**src/rtl/mem_bus_arbiter_32_pkg.sv**
```systemverilog
// Shared definitions for the two-port memory bus arbiter.
package mem_arb_pkg;

  localparam logic [1:0] ST_IDLE   = 2'd0;
  localparam logic [1:0] ST_ACCESS = 2'd1;
  localparam logic [1:0] ST_RESP   = 2'd2;

  typedef enum logic [1:0] {
    S_IDLE   = ST_IDLE,
    S_ACCESS = ST_ACCESS,
    S_RESP   = ST_RESP
  } state_t;

  // Default watchdog limit and the counter width that can hold it.
  localparam int TIMEOUT_DEFAULT = 64;
  localparam int CNT_W_DEFAULT   = 8;

endpackage

```
**src/rtl/mem_bus_arbiter_32_if.sv**
```systemverilog
// Bus bundle between the two requesters, the arbiter and the memory decoder.
// The slave modport is the arbiter's view; master is the surrounding system.
interface mem_bus_arbiter_32_if;

  logic        req0, req1;
  logic        we0, we1;
  logic [31:0] addr0, addr1;
  logic [31:0] wdata0, wdata1;
  logic [31:0] rdata0, rdata1;
  logic        ack0, ack1;
  logic        err0, err1;
  logic [31:0] mem_addr;
  logic [31:0] mem_wdata;
  logic [31:0] mem_rdata;
  logic        mem_read, mem_write;
  logic        mem_ready;
  logic        grant_id;
  logic        busy;

  modport slave (
    input  req0, req1, we0, we1, addr0, addr1, wdata0, wdata1, mem_rdata, mem_ready,
    output rdata0, rdata1, ack0, ack1, err0, err1, mem_addr, mem_wdata,
           mem_read, mem_write, grant_id, busy
  );

  modport master (
    output req0, req1, we0, we1, addr0, addr1, wdata0, wdata1, mem_rdata, mem_ready,
    input  rdata0, rdata1, ack0, ack1, err0, err1, mem_addr, mem_wdata,
           mem_read, mem_write, grant_id, busy
  );

endinterface

```
**src/rtl/mem_bus_arbiter_32_rr_arbiter_2.sv**
```systemverilog
// Two-way round-robin winner select: a lone requester wins outright,
// under contention the port that was not served last wins.
module rr_arbiter_2 (
  input  logic req0,
  input  logic req1,
  input  logic last_grant,
  output logic any_req,
  output logic winner
);

  // Pure combinational pick; the caller decides when to use it.
  always_comb begin
    any_req = req0 | req1;
    winner  = 1'b0;
    if (req0 && req1) winner = ~last_grant;
    else if (req1)    winner = 1'b1;
  end

endmodule

```
**src/rtl/mem_bus_arbiter_32.sv**
```systemverilog
// Shares one 32-bit memory port between the CPU (port 0) and DMA (port 1).
// One transaction at a time: IDLE -> ACCESS -> RESP, with a watchdog that
// aborts an access whose mem_ready never arrives.
module mem_bus_arbiter_32
  import mem_arb_pkg::*;
#(
  parameter int TIMEOUT = TIMEOUT_DEFAULT,
  parameter int CNT_W   = CNT_W_DEFAULT
) (
  input logic                 clk,
  input logic                 rst_n,
  mem_bus_arbiter_32_if.slave bus
);

  state_t      state, state_next;
  logic        any_req, winner;
  logic        grant, last_grant;
  logic        we_l, err_l;
  logic [CNT_W-1:0] cnt;
  logic [31:0] addr_l, wdata_l;
  logic [31:0] rdata0_r, rdata1_r;
  logic        timeout_hit;

  rr_arbiter_2 u_rr (
    .req0       (bus.req0),
    .req1       (bus.req1),
    .last_grant (last_grant),
    .any_req    (any_req),
    .winner     (winner)
  );

  assign timeout_hit = (cnt == CNT_W'(TIMEOUT - 1));

  // State register; reset drops straight back to IDLE so strobes fall at once.
  always_ff @(posedge clk or negedge rst_n) begin
    if (!rst_n) state <= S_IDLE;
    else        state <= state_next;
  end

  // Next-state: a ready response beats a watchdog expiry in the same cycle.
  always_comb begin
    state_next = state;
    case (state)
      S_IDLE:   if (any_req) state_next = S_ACCESS;
      S_ACCESS: if (bus.mem_ready || timeout_hit) state_next = S_RESP;
      S_RESP:   state_next = S_IDLE;
      default:  state_next = S_IDLE;
    endcase
  end

  // Datapath: latch the winner's request at grant, count wait states,
  // capture read data or zero it on abort, remember who was served.
  always_ff @(posedge clk or negedge rst_n) begin
    if (!rst_n) begin
      grant      <= 1'b0;
      last_grant <= 1'b1;
      we_l       <= 1'b0;
      err_l      <= 1'b0;
      cnt        <= '0;
      addr_l     <= '0;
      wdata_l    <= '0;
      rdata0_r   <= '0;
      rdata1_r   <= '0;
    end else begin
      case (state)
        S_IDLE: begin
          if (any_req) begin
            grant   <= winner;
            addr_l  <= winner ? bus.addr1  : bus.addr0;
            wdata_l <= winner ? bus.wdata1 : bus.wdata0;
            we_l    <= winner ? bus.we1    : bus.we0;
            cnt     <= '0;
            err_l   <= 1'b0;
          end
        end
        S_ACCESS: begin
          if (cnt != '1) cnt <= cnt + 1'b1;
          if (bus.mem_ready) begin
            if (!we_l) begin
              if (grant) rdata1_r <= bus.mem_rdata;
              else       rdata0_r <= bus.mem_rdata;
            end
            last_grant <= grant;
            err_l      <= 1'b0;
          end else if (timeout_hit) begin
            if (grant) rdata1_r <= '0;
            else       rdata0_r <= '0;
            last_grant <= grant;
            err_l      <= 1'b1;
          end
        end
        default: ;
      endcase
    end
  end

  // Strobes and handshakes decode directly from the state register.
  always_comb begin
    bus.mem_read  = (state == S_ACCESS) && !we_l;
    bus.mem_write = (state == S_ACCESS) &&  we_l;
    bus.busy      = (state != S_IDLE);
    bus.ack0      = (state == S_RESP) && !grant;
    bus.ack1      = (state == S_RESP) &&  grant;
    bus.err0      = (state == S_RESP) && !grant && err_l;
    bus.err1      = (state == S_RESP) &&  grant && err_l;
    bus.grant_id  = grant;
    bus.mem_addr  = addr_l;
    bus.mem_wdata = wdata_l;
    bus.rdata0    = rdata0_r;
    bus.rdata1    = rdata1_r;
  end

endmodule
```
**src/flat_wrapper.sv**
```systemverilog
// flat-port wrapper written by rule: the top's interface ports become plain ports
module mem_bus_arbiter_32_flat import mem_arb_pkg::*;
#(
  parameter int TIMEOUT = TIMEOUT_DEFAULT,
  parameter int CNT_W   = CNT_W_DEFAULT
)
  (clk, rst_n, bus_req0, bus_req1, bus_we0, bus_we1, bus_addr0, bus_addr1, bus_wdata0, bus_wdata1, bus_mem_rdata, bus_mem_ready, bus_rdata0, bus_rdata1, bus_ack0, bus_ack1, bus_err0, bus_err1, bus_mem_addr, bus_mem_wdata, bus_mem_read, bus_mem_write, bus_grant_id, bus_busy);
  mem_bus_arbiter_32_if bus_i ();
  input logic clk;
  input logic rst_n;
  input wire logic [$bits(bus_i.req0)-1:0] bus_req0;
  input wire logic [$bits(bus_i.req1)-1:0] bus_req1;
  input wire logic [$bits(bus_i.we0)-1:0] bus_we0;
  input wire logic [$bits(bus_i.we1)-1:0] bus_we1;
  input wire logic [$bits(bus_i.addr0)-1:0] bus_addr0;
  input wire logic [$bits(bus_i.addr1)-1:0] bus_addr1;
  input wire logic [$bits(bus_i.wdata0)-1:0] bus_wdata0;
  input wire logic [$bits(bus_i.wdata1)-1:0] bus_wdata1;
  input wire logic [$bits(bus_i.mem_rdata)-1:0] bus_mem_rdata;
  input wire logic [$bits(bus_i.mem_ready)-1:0] bus_mem_ready;
  output wire logic [$bits(bus_i.rdata0)-1:0] bus_rdata0;
  output wire logic [$bits(bus_i.rdata1)-1:0] bus_rdata1;
  output wire logic [$bits(bus_i.ack0)-1:0] bus_ack0;
  output wire logic [$bits(bus_i.ack1)-1:0] bus_ack1;
  output wire logic [$bits(bus_i.err0)-1:0] bus_err0;
  output wire logic [$bits(bus_i.err1)-1:0] bus_err1;
  output wire logic [$bits(bus_i.mem_addr)-1:0] bus_mem_addr;
  output wire logic [$bits(bus_i.mem_wdata)-1:0] bus_mem_wdata;
  output wire logic [$bits(bus_i.mem_read)-1:0] bus_mem_read;
  output wire logic [$bits(bus_i.mem_write)-1:0] bus_mem_write;
  output wire logic [$bits(bus_i.grant_id)-1:0] bus_grant_id;
  output wire logic [$bits(bus_i.busy)-1:0] bus_busy;
  assign bus_i.req0 = bus_req0;
  assign bus_i.req1 = bus_req1;
  assign bus_i.we0 = bus_we0;
  assign bus_i.we1 = bus_we1;
  assign bus_i.addr0 = bus_addr0;
  assign bus_i.addr1 = bus_addr1;
  assign bus_i.wdata0 = bus_wdata0;
  assign bus_i.wdata1 = bus_wdata1;
  assign bus_i.mem_rdata = bus_mem_rdata;
  assign bus_i.mem_ready = bus_mem_ready;
  assign bus_rdata0 = bus_i.rdata0;
  assign bus_rdata1 = bus_i.rdata1;
  assign bus_ack0 = bus_i.ack0;
  assign bus_ack1 = bus_i.ack1;
  assign bus_err0 = bus_i.err0;
  assign bus_err1 = bus_i.err1;
  assign bus_mem_addr = bus_i.mem_addr;
  assign bus_mem_wdata = bus_i.mem_wdata;
  assign bus_mem_read = bus_i.mem_read;
  assign bus_mem_write = bus_i.mem_write;
  assign bus_grant_id = bus_i.grant_id;
  assign bus_busy = bus_i.busy;
  mem_bus_arbiter_32 #(.TIMEOUT(TIMEOUT), .CNT_W(CNT_W)) u_core (.clk(clk), .rst_n(rst_n), .bus(bus_i));
endmodule
```
**config.mk**
```make
export PLATFORM = sky130hd
export DESIGN_NAME = mem_bus_arbiter_32_flat
export DESIGN_NICKNAME = d
export VERILOG_FILES = /design/src/rtl/mem_bus_arbiter_32_pkg.sv /design/src/rtl/mem_bus_arbiter_32_if.sv /design/src/rtl/mem_bus_arbiter_32_rr_arbiter_2.sv /design/src/rtl/mem_bus_arbiter_32.sv /design/src/flat_wrapper.sv
export SDC_FILE = /design/constraint.sdc
export NUM_CORES = 1
export LEC_CHECK = 0
export CAP_MARGIN = 0
export CELL_PAD_IN_SITES_DETAIL_PLACEMENT = 0
export CELL_PAD_IN_SITES_GLOBAL_PLACEMENT = 1
export CORE_MARGIN = 8
export CORE_UTILIZATION = 33
export DETAILED_ROUTE_END_ITERATION = 10
export PLACE_DENSITY = 0.87
export RECOVER_POWER = 50
export SKIP_LAST_GASP = 1
export SYNTH_ARGS = -nofsm -noshare
export SYNTH_HDL_FRONTEND = slang
export SYNTH_SLANG_ARGS = --single-unit
```
**constraint.sdc**
```tcl
create_clock -name clk -period 4.5 [get_ports clk]
set_clock_uncertainty 0.15 [all_clocks]
set_input_delay 0.9 -clock clk [delete_from_list [all_inputs] [get_ports clk]]
set_output_delay 0.9 -clock clk [all_outputs]
set_load 0.03 [all_outputs]
```
### Word level (Yosys, flattened, before mapping)

Cells that the tools add are included.

| cells by class | value |
|---|---|
| add/subtract/negate cells | 1 |
| eq/ne operators | 9 |
| multiplexer cells | 27 |
| bitwise gates (word level) | 3 |
| reduce and logical (&&, ||, !) cells | 21 |

Operators with widths:

| kind | count |
|---|---|
| two-way mux 32 bit | 12 |
| two-way mux 8 bit | 2 |
| one-hot mux 8 bit (2 select lines) | 1 |
| adder 8 x 1 -> 8 bit, second input constant | 1 |
| equality test 8 x 6 -> 1 bit, second input constant | 1 |
| two-way mux 1 bit | 8 |
| inequality test 8 bit, second input constant | 1 |
| AND reduction 4 bit | 2 |
| logical AND 1 bit | 7 |
| inequality test 2 x 1 -> 1 bit, second input constant | 3 |
| AND reduction 2 bit | 3 |
| AND reduction 3 bit | 2 |
| nonzero test 2 bit | 3 |
| two-way mux 2 bit | 2 |
| one-hot mux 2 bit (2 select lines) | 1 |
| inequality test 3 x 2 -> 1 bit, second input constant | 1 |
| equality test 2 x 1 -> 1 bit, second input constant | 1 |
| equality test 2 bit, second input constant | 1 |
| zero test 1 bit | 2 |
| zero test 2 bit | 1 |
| inequality test 2 bit, second input constant | 1 |
| NOT 1 bit | 2 |
| one-hot mux 1 bit (2 select lines) | 1 |
| logical OR 1 bit | 1 |
| OR 1 bit | 1 |

| storage, ports and cells | value |
|---|---|
| register bits | 142 |
| output and inout bits | 136 |
| logic and storage cells | 71 |

### Depth between registers and ports, before layout

| depth | value |
|---|---|
| word-level depth | 4 |
| depth in mapped cells | 7 |
| mapped depth without buffers | 5 |

### By module

From an unflattened synthesis, not the netlist that was laid out.

| unflattened totals | value |
|---|---|
| cell total of the unflattened synthesis | 741 |
| area total of the unflattened synthesis | 7,014.2 µm² |

By module, submodules not included:

| module | times used | cells an instance | area an instance (µm²) |
|---|---|---|---|
| mem_bus_arbiter_32 | 1 | 739 | 7,000.5 |
| rr_arbiter_2 | 1 | 2 | 13.8 |

### Least setup slack after synthesis

Ideal clock, no wire load.

| timing path | value |
|---|---|
| kind | flip-flop to output port |
| from | register u_core.grant (netlist: u_core.bus.grant_id) |
| to | output bus_err0 |
| data arrival time | 1.760 ns |
| required time | 3.450 ns |
| path slack | 1.690 ns |
| cell stages (with the launch flop) | 3 |
| buffers on the path | 0 |
| cell sequence | dfrtp_1 -> nor3b_1 -> and2_1 |

| between the ends | value |
|---|---|
| word-level cells in the longest chain between the ends | 3 |

RTL lines:

| item | RTL line | RTL |
|---|---|---|
| start, declared | mem_bus_arbiter_32.sv:17 | `logic grant, last_grant;` |
| start signal, assigned | mem_bus_arbiter_32.sv:68 | `grant <= winner;` |
| zero test 1 bit | - |  |
| logical AND 1 bit | - |  |
| net bus_ack0 | flat_wrapper.sv:23 | `output wire logic [$bits(bus_i.ack0)-1:0] bus_ack0;` |
| logical AND 1 bit | mem_bus_arbiter_32.sv:104 | `bus.err0 = (state == S_RESP) && !grant && err_l;` |
| end, declared | flat_wrapper.sv:25 | `output wire logic [$bits(bus_i.err0)-1:0] bus_err0;` |

The timed path passes the listed nets, and every way through them passes these cells.

### Worst setup path in the final report

| timing path | value |
|---|---|
| from | input bus_req0 |
| to | register u_core.cnt[1] |

| between the ends | value |
|---|---|
| word-level cells in the longest chain between the ends | 3 |

RTL lines:

| item | RTL line | RTL |
|---|---|---|
| start, declared | flat_wrapper.sv:11 | `input wire logic [$bits(bus_i.req0)-1:0] bus_req0;` |
| OR 1 bit | mem_bus_arbiter_32_rr_arbiter_2.sv:13 | `any_req = req0 \| req1;` |
| inequality test 2 x 1 -> 1 bit (no source line) | - |  |
| AND reduction 3 bit (no source line) | - |  |
| end signal, assigned | mem_bus_arbiter_32.sv:77 | `if (cnt != '1) cnt <= cnt + 1'b1;` |
| end, declared | mem_bus_arbiter_32.sv:19 | `logic [CNT_W-1:0] cnt;` |

Every way passes these cells.
A chain may end at the register's enable or synchronous reset.

==> flow_summary.toml <==
[status]
status = "finished, violations left"
violations = "capacitance limit, slew limit"

[yosys]
synth_cell_type_count = 43
synthArstFlopShare = 1.00
syn_inst = 512
avgSynthCellArea_um2 = 11.9
synthesis.nets = 680
synth_edf_count = 0
synth_ff_type = "dfrtp_1"
seq_area_frac_synth = 0.581
synth_seq_cells = 142
yosys_warnings = 0
syn-cell-area_um2 = 6120

[finish]
final_util = 0.533
fill_cells = 1674
nNetsFinal = 967
final_cell_mix = "299 x clkdlybuf4s50_1, 141 x dfrtp_1, 71 x nand2_1"
areaGrowthSynthToFinish_pct = 60.9
drive_above_1_share = 0.0603
diodes = 0
final_common_cell = "clkdlybuf4s50_1"

[global_routing]
grt_start_max_net_pins = 101
grt_pass1_wl_mm = 30.9
grt-ovfl-total = 0
grt_antenna_before_repair = 1
grt.total_usage = 0.168
grt_pass1_vias = 5419

[sta]
hold_viol = 0
period_needed_ps = 3460
setup_viol = 0
slew_headroom = -0.698
tns_ps = 0
fmax_mhz = 289
min_period_over_period = 0.770
worst_pin_slew_ps = 2550
drv_slew = 151
rsz0062_at_grt = "no"

[clock_network]
cts_tree = "yes"
cts_made_buffers = 17
cts_root_buf = "clkbuf_16"
cts_resized = 0
cts_hold_buf = 0
clk_latency_ps = 410
cts_sinks = 142
cts.htree.levels = 4
postCtsSetupBuffers = 0
clockBufferDepth = 2
clk_pin_slew_worst_paths_ps = 60

[hold_path]
holdPathStages = 2
worstHoldPathType = "reg2reg"

[die]
std_cell_rows = 50
core_area_um2 = 18500
num_io_pins = 303
die_w_um = 152
dieArea_um2 = 23200
initial_core_util = 0.332
die_h_um = 152

[placement]
globalplace.congestion = 0.751
io_buffers = 302
dp_hpwl_mm = 14.5

[routing]
postRouteAntennaNets = 0
num_vias = 5152
first_pass_iters = 5
vias_per_cell = 4.93
wl_mm = 19.4
drc = 0
wl_per_cell_um = 18.6
drtIter0Drc = 210

[pwr]
power_mw = 7.29
ir_drop_mv = 0.298
cellLeakagePower_nw = 4.17
power_density_nw_per_um2 = 741

[worst_setup_path]
reg2reg_depth = 5
cp.required_ps = 4650
slowest_stage = "clkbuf_1"
cp_max_fo = 49
path_class = "in2reg"
crit_chain = "dlygate4sd3_1 -> o21ai_0 -> clkbuf_1 -> nand2_1 -> a31o_1"
startpoint_type = "input port"
crit_arrival_ps = 3610
critPathMaxStageDelay_ps = 1290
cp-end-kind = "register"

[job]
drv_cap = 2
==> where the power goes <==
group          internal [mW]  switching, mW  leakage, nW  total [mW]
clock network          0.892          0.541        0.287        1.43
registers               1.86          0.336         1.78        2.20
logic                   1.52           2.14         2.11        3.66
total                   4.27           3.02         4.17        7.29
==> Yosys cell counts (3+ instances only) <==
cell type / number / area [um^2]
buf_4: 6 / 45.0
dfrtp_1: 141 / 3530
buf_2: 20 / 100
mux2i_1: 65 / 651
nand2_1: 71 / 267
inv_1: 3 / 11.3
nand3_1: 5 / 25.0
nor2_1: 8 / 30.0
clkbuf_1: 11 / 41.3
and2_1: 4 / 25.0
nor3_1: 3 / 15.0
o21ai_0: 68 / 340
a32o_1: 65 / 651
buf_6: 7 / 78.8
==> kinds of logic (layout without fill, tap and decap cells) <==
group | Yosys count | after routing | synth area share
AOI/OAI and AO/OA | 150 | 150 | 0.182
and+or+nand+nor | 104 | 104 | 0.0781
xor gates and xnor gates | 1 | 1 | 0.00143
buffers and inverters | 47 | 347 | 0.0452
muxes | 67 | 67 | 0.110
DFF | 142 | 142 | 0.581
adders and majority gates | 1 | 1 | 0.00204
==> routing by layer <==
layer / vias up / GRT usage / wire length [um]
li1: 2471 / - / -
met1: 2424 / 0.204 / 8130
met2: 239 / 0.267 / 9170
met3: 16 / 0.0749 / 1920
met4: 2 / 0.0471 / 188
met5: - / 0 / 13
==> final timing paths <==
kind | slack, ps | startpoint | to
max | 1040 | bus_req0 | u_core.cnt[1]$_DFFE_PN0P_
min | 320 | u_core.bus.mem_wdata[31]$_DFFE_PN0P_ | u_core.bus.mem_wdata[31]$_DFFE_PN0P_
max reg2reg | 1680 | u_core.state[0]$_DFFE_PN0P_ | u_core.cnt[1]$_DFFE_PN0P_
min reg2reg | 320 | u_core.bus.mem_wdata[31]$_DFFE_PN0P_ | u_core.bus.mem_wdata[31]$_DFFE_PN0P_
max in group asynchronous | 1210 | rst_n | u_core.bus.mem_addr[4]$_DFFE_PN0P_
min in group asynchronous | 1130 | rst_n | u_core.bus.rdata1[30]$_DFFE_PN0P_
==> area by class of cell <==
cell class / count / area (um^2) / area share
Sequential cell: 142 / 3550 / 0.361
Inverter: 3 / 11.3 / 0.00114
Multi-Input combinational cell: 323 / 2290 / 0.232
Clock inverter: 12 / 161 / 0.0164
Timing Repair Buffer: 312 / 3090 / 0.314
Tap cell: 234 / 293 / 0.0297
Clock buffer: 20 / 447 / 0.0454
==> flip-flops by register name, indices dropped and copies added, names as in the netlist <==
register              flops
u_core.we_l               1
u_core.bus.grant_id       1
u_core.bus.rdata1        32
u_core.bus.rdata0        32
u_core.cnt                8
u_core.bus.mem_wdata     32
u_core.bus.mem_addr      32
u_core.err_l              1
u_core.last_grant         1
u_core.state              2
==> critical path: cells and delay by family <==
| kind | cells | cell delay (ps) |
|---|---|---|
| buf+inv | 2 | 1890 |
| compound gates | 2 | 530 |
| simple gates | 1 | 280 |
==> per-stage QoR <==
stage                     cells  hold slack (ps)  setup slack, ps  area [um^2]
after CTS                  1046              332             1230         9900
final                      1046              322             1040         9840
after detailed placement   1014              319             1640         9290
after global routing       1046              344              658         9840
after global placement     1014              310             1690         9290
after floorplan             512              313             1690         6120
Power figures use the tool's default switching activity.
==> edit, RTL diff (same flow settings) <==
The package constant `CNT_W_DEFAULT` goes from 8 to 6.
--- a/src/rtl/mem_bus_arbiter_32_pkg.sv
+++ b/src/rtl/mem_bus_arbiter_32_pkg.sv
@@ -13,7 +13,7 @@
 
   // Default watchdog limit and the counter width that can hold it.
   localparam int TIMEOUT_DEFAULT = 64;
-  localparam int CNT_W_DEFAULT   = 8;
+  localparam int CNT_W_DEFAULT   = 6;
 
 endpackage
 
Behaviour: same outputs for any inputs over 4 cycles, from zero or initial values and one cycle with rst_n low; that may be too few to reach the edited logic, so the function may still have changed.
==> edit against the unedited design <==
- critical path type unchanged
- synthesized area decreased by 4.0%
- routed wire length is essentially flat
- register-to-register slack gained 0.24 ns
- sequential share of layout area rose by 0.11 points
- the run still ends with max-capacitance violations, max-slew violations left
- setup slack better by 0.071 ns
- sequential cell count is 2 lower
- cell count is 1.4% lower
- power decreased by 1.8%
- clock power decreased by 4%
- highest routed layer is now met4
- cell area decreased by 1.7%
- die area decreased by 3.6%
==> edit: results (changes against the unedited design) <==
[status]
status=finished with violations
failed_checks=max-capacitance violations, max-slew violations

[route]
drt-vias-per-instance=4.90  ; -0.42%
route.met2.wl_um=9170  ; about the same
wl_met3_um=2270  ; +19%
drt_iter0_drc=204  ; -2.9%

[yosys]
yosys.area_share.adder_pct=0.213  ; +0.0085 points
synthTopCellsByArea=dfrtp_1 (59%), mux2i_1 (11%), a22o_1 (9.5%)
yosysTopAreaCellShare_pct=59.2  ; +1.6 points

[timing]
maxSlewViolCount=169  ; +12%
relSlewSlack_pct=-85.8  ; -16 points

[cells_and_area]
nNetsFinal=961  ; -0.62%
stdcell_count=1031  ; -1.4%
buf_share_pct=32.5  ; +1.1 points
nNonClkBuffers=316  ; +1.3%
multi_input_cells=316  ; -2.2%
drive_above_1_share_pct=6.58  ; +0.54 points
sh_seq_area_pct=36.2  ; +0.11 points
clock_tree_area_fraction_pct=5.98  ; -0.20 points
multi_input_area_share_pct=22.3  ; -0.91 points
seq_cell_count=140  ; -1.4%

[grt]
gr-usage-all-layers_pct=17.2  ; +0.41 points
grt_use_met2_pct=28.3  ; +1.6 points

[pwr]
netSwitchingFraction_pct=42.4  ; +0.97 points
ir_drop_v=0.000369  ; +24%
power_leakage_nw=4.30  ; +3.1%

[hold_path]
hold_start=u_core.bus.mem_addr[18]$_DFFE_PN0P_
holdPathEnd=u_core.bus.mem_addr[18]$_DFFE_PN0P_

[worst_setup_path]
crit_slowest_cell=o21bai_1
r2r_end=u_core.bus.rdata1[28]$_DFFE_PN0P_

[run]
max-cap-violations=3  ; +1

[placement]
place_ws_ns=1.20  ; -0.448 ns
dpl-instance-area_um2=9120  ; -1.8%
dp.cells=999  ; -1.5%
dpl.hpwl_um=14700  ; +1.4%

[edit: changes by cell type in the layout (fill, tap and decap cells not counted), sizes merged, moves of 3 or more]
cell / before / now
a22o: 1 / 64
a32o: 65 / 1
buf: 5 / 13
clkbuf: 26 / 19
clkdlybuf4s50: 299 / 274
dlygate4sd3: 2 / 27
inv: 5 / 9
nor2: 9 / 6
o21ai: 72 / 76
[edit: worst max path at each step]
stage | endpoint | slack [ns] | start
3_5_place_dp | u_core.bus.mem_addr[20]$_DFFE_PN0P_ | 1.20 | bus_req1
6_report | u_core.bus.mem_addr[7]$_DFFE_PN0P_ | 1.11 | bus_req0
5_1_grt | u_core.bus.mem_wdata[15]$_DFFE_PN0P_ | 0.79 | rst_n
3_3_place_gp | u_core.bus.mem_wdata[2]$_DFFE_PN0P_ | 1.31 | bus_req1
2_1_floorplan | bus_err0 | 1.69 | u_core.bus.grant_id$_DFFE_PN0P_
4_1_cts | bus_err0 | 1.20 | u_core.bus.grant_id$_DFFE_PN0P_
